==> config.mk <==
export PLATFORM = sky130hd
export DESIGN_NAME = mux_16to1
export DESIGN_NICKNAME = d
export VERILOG_FILES = /design/src/rtl/mux_16to1_pkg.sv /design/src/rtl/mux_16to1_mux_4to1.sv /design/src/rtl/mux_16to1.sv
export SDC_FILE = /design/constraint.sdc
export NUM_CORES = 1
export LEC_CHECK = 0
export ABC_AREA = 1
export BUFFER_PORTS_ARGS = -buffer_cell sky130_fd_sc_hd__buf_2
export CAP_MARGIN = 40
export CORE_AREA = 2 2 39 41
export DETAILED_ROUTE_END_ITERATION = 8
export DIE_AREA = 0 0 41 43
export GPL_TIMING_DRIVEN = 0
export RECOVER_POWER = 25
export SLEW_MARGIN = 10
export SYNTH_ARGS = -nofsm -noshare
export SYNTH_HDL_FRONTEND = slang
export SYNTH_SLANG_ARGS = --single-unit
==> constraint.sdc <==
create_clock -name clk -period 1.87 [get_ports clk]
set_input_delay 0.374 -clock clk [delete_from_list [all_inputs] [get_ports clk]]
set_output_delay 0.374 -clock clk [all_outputs]
set_load 0.005 [all_outputs]
==> src/rtl/mux_16to1_pkg.sv <==
// Shared constants and types for the 16:1 registered bit selector.
package mux_16to1_pkg;

  localparam int N_IN   = 16;
  localparam int SEL_W  = 4;

  // The tree is built from 4:1 leaves, so four leaves cover the 16 inputs.
  localparam int LEAF_W = 4;
  localparam int N_LEAF = N_IN / LEAF_W;

  typedef logic [SEL_W-1:0] sel_t;

endpackage : mux_16to1_pkg

==> src/rtl/mux_16to1_mux_4to1.sv <==
// Purely combinational 4:1 bit selector used as a node of the 16:1 tree.
module mux_4to1
  import mux_16to1_pkg::*;
(
  input  logic [LEAF_W-1:0] d,
  input  logic [1:0]        sel,
  output logic              y
);

  // Plain bit indexing; every sel value is legal, so no default X case exists.
  always_comb begin
    y = 1'b0;
    case (sel)
      2'd0: y = d[0];
      2'd1: y = d[1];
      2'd2: y = d[2];
      2'd3: y = d[3];
      default: y = 1'b0;
    endcase
  end

endmodule : mux_4to1

==> src/rtl/mux_16to1.sv <==
// Registered 16:1 bit selector: a two-level tree of 4:1 muxes feeding one
// output flop and a valid flop. Latency is one clock, throughput one per clock.
module mux_16to1
  import mux_16to1_pkg::*;
(
  input  logic             clk,
  input  logic             rst,
  input  logic [N_IN-1:0]  a,
  input  logic [SEL_W-1:0] s,
  input  logic             in_valid,
  output logic             f,
  output logic             out_valid
);

  // First level: each leaf picks one bit of its nibble using s[1:0].
  logic [N_LEAF-1:0] leaf_y;
  // Second level result: the selected bit of a, before registering.
  logic              sel_bit;

  generate
    for (genvar gi = 0; gi < N_LEAF; gi++) begin : g_leaf
      mux_4to1 u_leaf (
        .d   (a[gi*LEAF_W +: LEAF_W]),
        .sel (s[1:0]),
        .y   (leaf_y[gi])
      );
    end
  endgenerate

  // Second level: s[3:2] chooses which nibble's result survives.
  mux_4to1 u_root (
    .d   (leaf_y),
    .sel (s[3:2]),
    .y   (sel_bit)
  );

  // Output flops: reset wins over a simultaneous valid, f holds when idle.
  always_ff @(posedge clk) begin
    if (rst) begin
      f         <= 1'b0;
      out_valid <= 1'b0;
    end else begin
      out_valid <= in_valid;
      if (in_valid) begin
        f <= sel_bit;
      end
    end
  end

endmodule : mux_16to1

==> results.md, run 1 <==
* Fin. max-slew vios at 0
* Crit path launch type: register
* Worst-Skew Late Latency at 220 ps
* RSZ-0062 raised after global routing: false
* Area delta synth->final at 56.48%
* Port bufs at 22
* Row count at 14
* Clk pin slew, worst setup/hold paths at 30 ps
* Share of cells above drive strength 1 at approximately 46%
* Nets@finish at 95
* Post-CTS Hold Buffers at 0
* CP Data Arrival Time at 640 ps
* Initial Util at approximately a fifth
* Leakage at about 0.23 nW
* Maxcap violations at 0
* Clk_skew at 0 ps
* # clock sinks at 2
* Crit path time final at just over 1000 ps
* Cell count after synthesis at 45
* First-pass GRT wire length at roughly 1100 microns
* Status: complete, no violations
* Cells along the critical path: buf_2
* Die W at 41 microns
* Final setup viols at 0
* Footprint of the multi-input gates at 170.2 sq um
* Crit path largest cell delay at 310 ps
* Clock share of power at 44.3%
* Clock Tree Buf Depth at 2
* Sw Pwr at 55.78 uW
* Switching Share at approximately 27%
* Sequential Power Share at between 20% and 30%
* # IOs at 25
* DRT Pass-1 Iters at 3
* Part of the cycle the worst path needs at between 50% and 60%
* Final estimated routing congestion in global placement at approximately 0.76
* Comb power frac at 33.2%
* Register area at around 40 sq um
* Max FO, Critical Path at 2
* Die Span Y at around 43 microns
* DIE AREA at ~1800 sq um
* CP endpoint kind: primary output
* FMAX at about 0.98 GHz
* H-tree Lvls at 1
* Largest area contributor in the netlist: nand3_1
* Peak VDD IR at approximately 0.15 mV
* Worst Tran Pin Value at between 100 and 150 ps
* Seq/Total Area, Yosys at 14.81%
* Yosys reg bits at 2
* Internal at between 150 and 200 uW
* Total grt overflow at 0
* Setup CP Type: register to primary output
* Core area at around 1400 sq um
* Post-CTS sizing at 0
* Postcts setup bufs at 0
* Antenna Cells at 0
* Top cells by area, synth: nand3_1, dfxtp_1, buf_6
* Worst relative slew slack at 90.73%
* Vias at 376
* Total CTS buffers at 3
* Vias in the first global route at 310
* Bufs and invs on worst path at 1
* Avg Cell Area, Syn at approximately 6.0 sq um
* Leading cell type in the layout, fill and taps excluded: buf_2
* Ys Warns at 0
* Tot Pwr at slightly above 200 uW
* Pwr dens at 489.9 nW/um^2
* Filler cells at 163
* Hold Crit Class: primary input to register
* CP required at 1500 ps
* Post-synth cell types at 13
* Post-route ant nets at 0
* CP delay by family, top: flip-flops
* Setup TNS at 0 ps
* Placed wire-length estimate at approximately 600 microns
* DRC viols at 0
* Slowest CP cell: dfxtp_1
* TritonCTS clock tree: yes
* DR WL/cell at between 8 and 9 microns
* Total global-route track usage at under 10%
* Initial antenna violation count at 0
* Post-DR vias/cell at approximately 4.4
* Synthesized Nets at slightly below 70
* Cell Area, Synth at ~270 sq um
* Final WL at ~720 microns
* CTS root buf: clkbuf_4
* Iteration-0 DRC count of the detailed router at 2
* Most frequent cells in the layout: buf_2, nand3_1, inv_1, nor2_1, nand2_1
* Post-synth top area share at approximately 24%
* Pin count of the biggest net entering global routing at 11
* Endpoints failing hold at 0
synthesized netlist by cell type, drive strengths merged:
cell type	n
dfxtp	2
a31oi	1
nor2	6
buf	2
inv	8
o21ai	2
nand3	15
a21oi	1
nand2	5
nand4	3
state kept, by name, summed over array words and instances (netlist names):
signal and flops:
f 1, out_valid 1
cells by family (layout without fill, tap and decap cells):
logic type,Yosys count,in the layout,synth area share [%]
DFF,2,2,14.82
and+or+nand+nor,29,29,53.70
buffers and inverters,10,35,22.22
AOI/OAI and AO/OA,4,4,9.261
layout make-up:
type,count,area share (%)
Buffer,2,5.325
Clock buffer,3,5.325
Inverter,8,8.876
Multi-Input combinational cell,33,40.24
Sequential cell,2,9.467
Tap cell,16,4.734
Timing Repair Buffer,22,26.04
worst paths after layout:
path	cells after the start	startpoint	slack (ps)	endpoint
worst min register to register	2	f	470	f
worst max register to register	2	f	1310	f
worst max-delay path	1	f	850	f
worst min-delay path	2	rst	330	f
power groups by stage:
stage | Sequential (mW) | Combinational [mW] | Clock (mW)
3_3_place_gp | 0.0473 | 0.0690 | 0
4_1_cts | 0.0467 | 0.0696 | 0.0952
2_1_floorplan | 0.0477 | 0.0381 | 0
5_1_grt | 0.0471 | 0.0774 | 0.103
3_5_place_dp | 0.0473 | 0.0695 | 0
6_report | 0.0467 | 0.0688 | 0.0917
layer usage:
metal | routed length (microns) | vias to the layer above | track usage (%)
met2 | 373 | 11 | 13.44
met3 | 49 | 0 | 3.141
met1 | 302 | 162 | 10.83
li1 | - | 203 | -
met5 | 0 | - | 0
met4 | 0 | 0 | 4.000
stage by stage:
stage	std cells	hold slack (ps)	cell area (sq um)	utilization, %	setup slack, ps
5_1_grt	86	317.7	422.9	30.56	804.8
3_5_place_dp	83	466.8	400.4	28.93	744.2
6_report	86	326.5	422.9	30.56	853.5
4_1_cts	86	324.5	422.9	30.56	843.1
2_1_floorplan	45	436.4	270.3	-	803.2
3_3_place_gp	83	461.4	400.4	28.93	749.0
(Power assumes the default switching activity.)
==> inputs of run 2 (changes only) <==
ABC_AREA = 0   (was 1)
clock period = 1 ns   (was 1.87 ns; I/O delays follow)
==> results.md, run 2 <==
* Ys Warns at 0 (unchanged)
* Worst-Skew Late Latency at 220 ps (about the same)
* Post-CTS Hold Buffers at 0 (unchanged)
* First-pass GRT wire length at 828 microns (-24%)
* Part of the cycle the worst path needs at 101.9%
* Final setup viols at 1 (+1)
* # clock sinks at 2 (unchanged)
* Hold Crit Class: primary input to register
* Largest area contributor in the netlist: mux4_2
* Post-synth top flop: dfxtp_1
* Regs by FF count: f: 1 flops, out_valid: 1 flops
* Final WL at 575 microns (-21%)
* Bufs and invs on worst path at 1 (unchanged)
* Slack of the critical path at -18.91 ps (-872.4 ps)
* Nets@finish at 75 (-21%)
* Clock share of power at 44.4% (about the same)
* Slowest CP cell: mux4_2
* Switching Share at 22.67% (-4.3 points)
* Top cells by area, synth: mux4_2, dfxtp_1, mux2i_1
* Worst Tran Pin Value at 157.8 ps (+20.21 ps)
* Crit path time final at around 1000 ps
* GR Util met2 at 12.81% (-0.63 points)
* Post-synth top area share at 30.17% (+6.1 points)
* Endpoints failing hold at 0 (unchanged)
* Reg2reg setup slack at 300 ps (-1010 ps)
* Die Span Y at 43 microns (unchanged)
* Worst relative slew slack at 89.42% (-1.3 points)
* Core area at 1384 sq um (unchanged)
* CP endpoint kind: register
* Setup TNS at -18.91 ps (-18.91 ps)
* Total CTS buffers at 3 (unchanged)
* FMAX at between 0.9 and 1 GHz
* Synth Area in XOR/XNOR at 0% (unchanged)
* Failing checks: setup timing
* Register area at 40.04 sq um (unchanged)
* CP required at 1110 ps (-390 ps)
* Maxcap violations at 0 (unchanged)
* Fin. max-slew vios at 0 (unchanged)
* Crit path largest cell delay at 500 ps (+190 ps)
* Leakage at 0.2088 nW (-8.2%)
* Synth top cells by count: nand2_1, mux2i_1, mux4_2
* Clk_skew at 0 ps (unchanged)
* Met3 Track Usage GR at 1.571% (-1.6 points)
* Total grt overflow at 0 (unchanged)
* Vias at 280 (-26%)
* DRC viols at 0 (unchanged)
* Footprint of the multi-input gates at 181.4 sq um (+6.6%)
* Met1 Use GR at 6.169% (-4.7 points)
* Initial antenna violation count at 0 (unchanged)
* CTS root buf: clkbuf_4
* Comb power frac at 33.4% (+0.2 points)
* Iteration-0 DRC count of the detailed router at 3 (+1)
* H-tree Lvls at 1 (unchanged)
* Cell Area, Synth at 224.0 sq um (-17%)
* Cell count after synthesis at 23 (-49%)
* Max FO, Critical Path at 2 (unchanged)
* Port bufs at 23 (+4.5%)
* Compound-gate portion of the synthesized area at 6.145% (-3.1 points)
* Row count at 14 (unchanged)
* Placed wire-length estimate at 480.5 microns (-20%)
* Seq/Total Area, Yosys at 17.88% (+3.1 points)
* Count leader, synth: nand2_1
* Pin count of the biggest net entering global routing at 11 (unchanged)
* Leading cell type in the layout, fill and taps excluded: buf_2
* Simple-Gate Fraction of Synth Area at 22.91% (-31 points)
* Setup CP Type: primary input to register
* TritonCTS clock tree: yes
* Post-route ant nets at 0 (unchanged)
* Filler cells at 147 (-9.8%)
* DRT Pass-1 Iters at 2 (-1)
* CP Data Arrival Time at 1130 ps (+490 ps)
* Post-synth cell types at 11 (-2)
* Peak VDD IR at 0.2100 mV (+43%)
* Initial Util at 16.18% (-3.3 points)
* Internal at 304.5 uW (+100%)
* Async SR Flop Fraction at 0% (unchanged)
* Post-synth EDFFs at 0 (unchanged)
* RSZ-0062 raised after global routing: true
* Main combinational cell family by area after synthesis: multiplexers
* Area delta synth->final at 86.03%
* Post-Synth Adder-Cell Area at 0% (unchanged)
* DR WL/cell at 8.712 microns (+3.5%)
* Clk pin slew, worst setup/hold paths at 30 ps (about the same)
* Final estimated routing congestion in global placement at 0.6410 (-15%)
* Status: complete, but fails checks
* Pwr dens at 945.0 nW/um^2 (+93%)
* Post-DR vias/cell at 4.242 (-3.0%)
* Die W at 41 microns (unchanged)
* Avg Cell Area, Syn at 9.738 sq um (+62%)
* GRT Max-Usage Layer: met2
* Synthesized Nets at 46 (-32%)
* Mux share of post-synthesis cell area at 48.04% (+48 points)
* CP delay by family, top: multiplexers
* Crit path launch type: primary input
* # IOs at 25 (unchanged)
* Most frequent cells in the layout: buf_2, nand2_1, mux2i_1, mux4_2, clkbuf_4
* Cells along the critical path: buf_8 -> mux4_2 -> nor3_2 -> a21oi_2 -> a31o_1
* Antenna Cells at 0 (unchanged)
* DIE AREA at 1763 sq um (unchanged)
* Vias in the first global route at 257 (-17%)
* Share of cells above drive strength 1 at 66.00% (+20 points)
* Total global-route track usage at 6.949% (-2.0 points)
* Sw Pwr at 89.26 uW (+60%)
* Tot Pwr at 393.7 uW (+90%)
* Sequential Power Share at 22.3% (-0.2 points)
* Yosys reg bits at 2 (unchanged)
* Clock Tree Buf Depth at 2 (unchanged)
-- run 2: layout make-up --
type                            instances  share of cell area [%]
Tap cell                               16                   4.805
Buffer                                  1                   4.805
Timing Repair Buffer                   24                   31.83
Clock buffer                            3                   5.405
Multi-Input combinational cell         20                   43.54
Sequential cell                         2                   9.610
-- run 2: power by group through the flow --
stage               combinational [mW]  clock [mW]  sequential [mW]
detailed placement               0.117           0           0.0888
finish                           0.131       0.175           0.0877
CTS                              0.127       0.186           0.0878
global placement                 0.115           0           0.0885
floorplan                       0.0589           0           0.0898
global route                     0.144       0.185           0.0888
-- run 2: worst paths after layout --
kind | start | to | depth (start not counted)
worst min register to register | f | f | 2
worst max register to register | f | f | 2
worst min-delay path | rst | out_valid | 2
worst max-delay path | s[3] | f | 5
-- run 2: routing by layer --
layer	part of all wire, %	vias up	routed length (microns)
met5	0	-	0
met4	0	0	0
met3	12	0	70
met2	51	18	291
met1	37	122	213
li1	-	140	-
-- run 2: cells by family (layout without fill, tap and decap cells) --
kind of cell / Yosys count / count (layout)
AO/OA/AOI/OAI: 2 / 2
buffers and inverters: 1 / 28
flip-flops: 2 / 2
multiplexers: 7 / 7
AND/OR/NAND/NOR: 11 / 11
-- run 2: repair_timing --
item / in CTS / in global routing
setup buffers: 1 / 0
gates resized for setup: 4 / 3
pin swaps: 2 / 1
endpoints found under the setup margin: 1 / 1
-- run 2: metrics by stage --
stage	instance area (sq um)	hold WS (ps)	cells	worst slack [ps]	util, %
after global placement	359.1	389.3	62	-354.3	25.95
after global routing	416.7	167.3	66	-80.72	30.11
after detailed placement	359.1	388.9	62	-382.0	25.95
final	416.7	161.1	66	-18.91	30.11
after CTS	404.1	150.8	66	-55.87	29.20
after floorplan	224.0	283.4	23	-191.8	-
==> inputs of run 3 (changes only) <==
--- a/config.mk
+++ b/config.mk
@@ -15,3 +15,4 @@
 export RECOVER_POWER = 25
-export SLEW_MARGIN = 10
+export REMOVE_ABC_BUFFERS = 1
+export SLEW_MARGIN = 20
 export SYNTH_ARGS = -nofsm -noshare
--- a/constraint.sdc
+++ b/constraint.sdc
@@ -3,2 +3,2 @@
 set_output_delay 0.2 -clock clk [all_outputs]
-set_load 0.005 [all_outputs]
+set_load 0.05 [all_outputs]
==> results.md, run 3 (same netlist as run 2, synthesis figures left out) <==
* Status: complete, but fails checks
* Failing checks: setup timing
* Total global-route track usage at 7.839% (+0.89 points)
* Core area at 1384 sq um (unchanged)
* Share of cells above drive strength 1 at 66.67% (+0.67 points)
* Slowest CP cell: mux4_2
* Placed wire-length estimate at 490.6 microns (+2.1%)
* TritonCTS clock tree: yes
* Worst-Skew Late Latency at 220 ps (about the same)
* Reg2reg setup slack at 300 ps (about the same)
* Row count at 14 (unchanged)
* First-pass GRT wire length at 945 microns (+14%)
* Vias in the first global route at 283 (+10%)
* Cells along the critical path: buf_8 -> mux4_2 -> nor3_2 -> a21oi_2 -> a31o_1
* Placed cell count at 62 (unchanged)
* Worst Tran Pin Value at 134.5 ps (-23.36 ps)
* Clk_skew at 0 ps (unchanged)
* Max FO, Critical Path at 2 (unchanged)
* Endpoints failing hold at 0 (unchanged)
* Final estimated routing congestion in global placement at 0.6209 (-3.1%)
* Part of the cycle the worst path needs at 104.3% (+2.4 points)
* Pin count of the biggest net entering global routing at 11 (unchanged)
* RSZ-0062 raised after global routing: true
* Leakage at 0.2154 nW (+3.2%)
* Clk pin slew, worst setup/hold paths at 30 ps (about the same)
* Bufs and invs on worst path at 1 (unchanged)
* Final WL at 578 microns (+0.52%)
* CP delay by family, top: multiplexers
* Worst r2r path cells at 2 (unchanged)
* Total grt overflow at 0 (unchanged)
* FMAX at 0.9586 GHz (-2.3%)
* Setup CP Type: primary input to register
* Pwr dens at 958.9 nW/um^2 (+1.5%)
* Clock Tree Buf Depth at 2 (unchanged)
* Crit path depth at 5 (unchanged)
* # IOs at 25 (unchanged)
* DRT Pass-1 Iters at 2 (unchanged)
* Slack of the critical path at -43.22 ps (-24.31 ps)
* Leading cell type in the layout, fill and taps excluded: buf_2
* DRC viols at 0 (unchanged)
* # clock sinks at 2 (unchanged)
* Die W at 41 microns (unchanged)
* CP Data Arrival Time at 1150 ps (+20 ps)
* DIE AREA at 1763 sq um (unchanged)
* Total CTS buffers at 3 (unchanged)
* Nets@finish at 76 (+1.3%)
* Antenna Cells at 0 (unchanged)
* Setup WS pre-CTS at -362.9 ps (+19.14 ps)
* Initial antenna violation count at 0 (unchanged)
* Area delta synth->final at 94.41%
* Crit path time final at 1043 ps (+24.31 ps)
* Initial Util at 16.18% (unchanged)
* CP endpoint kind: register
* Vias at 278 (-0.71%)
* Fin. max-slew vios at 0 (unchanged)
* Iteration-0 DRC count of the detailed router at 1 (-2)
* Worst setup path endpoint: f
* Die Span Y at 43 microns (unchanged)
* Worst relative slew slack at 90.78% (+1.4 points)
* Hold WS at 168.9 ps (+7.775 ps)
* Crit path launch type: primary input
* Post-route ant nets at 0 (unchanged)
* Setup TNS at -43.22 ps (-24.31 ps)
* Most frequent cells in the layout: buf_2, nand2_1, clkbuf_4, mux2i_1, mux4_2
* H-tree Lvls at 1 (unchanged)
* Peak VDD IR at 0.2243 mV (+6.8%)
* Worst hold path cell count at 2 (unchanged)
* CP required at 1110 ps (about the same)
* Final setup viols at 1 (unchanged)
* Crit path largest cell delay at 490 ps (about the same)
* Crit Reg-Reg Endpoint: f
* Final std cells w/o fill at 67 (+1.5%)
* CTS root buf: clkbuf_4
* Post-DR vias/cell at 4.149 (-2.2%)
* Regs by FF count: f: 1 flops, out_valid: 1 flops
* Critical path origin: s[3]
* DR WL/cell at 8.627 microns (-0.98%)
* Hold Crit Class: primary input to register
* FF-to-FF Start: f
* Port bufs at 24 (+4.3%)
* Util after Layout at 31.46% (+1.4 points)
* Maxcap violations at 0 (unchanged)
run 3: worst min path at each step:
stage	start	to
CTS	rst	out_valid
finish	rst	out_valid
floorplan	rst	out_valid
detailed placement	rst	out_valid
global placement	rst	out_valid
global route	rst	out_valid
run 3: area by class of cell:
type,count,area [sq um]
clock buffers,3,22.52
fillers,142,948.4
multi-input cells,20,181.4
flip-flops and latches,2,40.04
well taps,16,20.02
repair buffers,26,171.4
run 3: per-stage QoR:
stage / area, sq um / power (mW)
CTS: 407.9 / 0.4175
detailed placement: 352.8 / 0.2226
finish: 435.4 / 0.4175
global placement: 352.8 / 0.2203
global route: 435.4 / 0.4529
floorplan: 212.7 / 0.1590
run 3: routing by layer:
metal / vias up / track usage (%) / wire length, microns
met3: 0 / 3.665 / 60
met2: 18 / 13.44 / 295
met4: 0 / 4.000 / 0
li1: 143 / - / -
met1: 117 / 7.097 / 221
met5: - / 0 / 0
run 3: report_power, final:
| group | switching [mW] | internal (mW) | leakage [nW] |
|---|---|---|---|
| Clock | 0.0396 | 0.132 | 0.0138 |
| Combinational | 0.0644 | 0.0937 | 0.185 |
| Sequential | 0.00181 | 0.0862 | 0.0166 |
| Total | 0.106 | 0.312 | 0.215 |
run 3: what timing repair did:
action	in CTS	in global routing
cloned	0	0
pin swaps	3	3
hold endpoints to repair	0	0
hold buffers	0	0
endpoints found under the setup margin	1	3
resized for setup	7	5
buffers inserted	1	1
run 3: worst register-to-register path, stage by stage, from the launching register on:
cell	delay, ps
dfxtp_1	290
nor3b_1	130
a31o_1	170
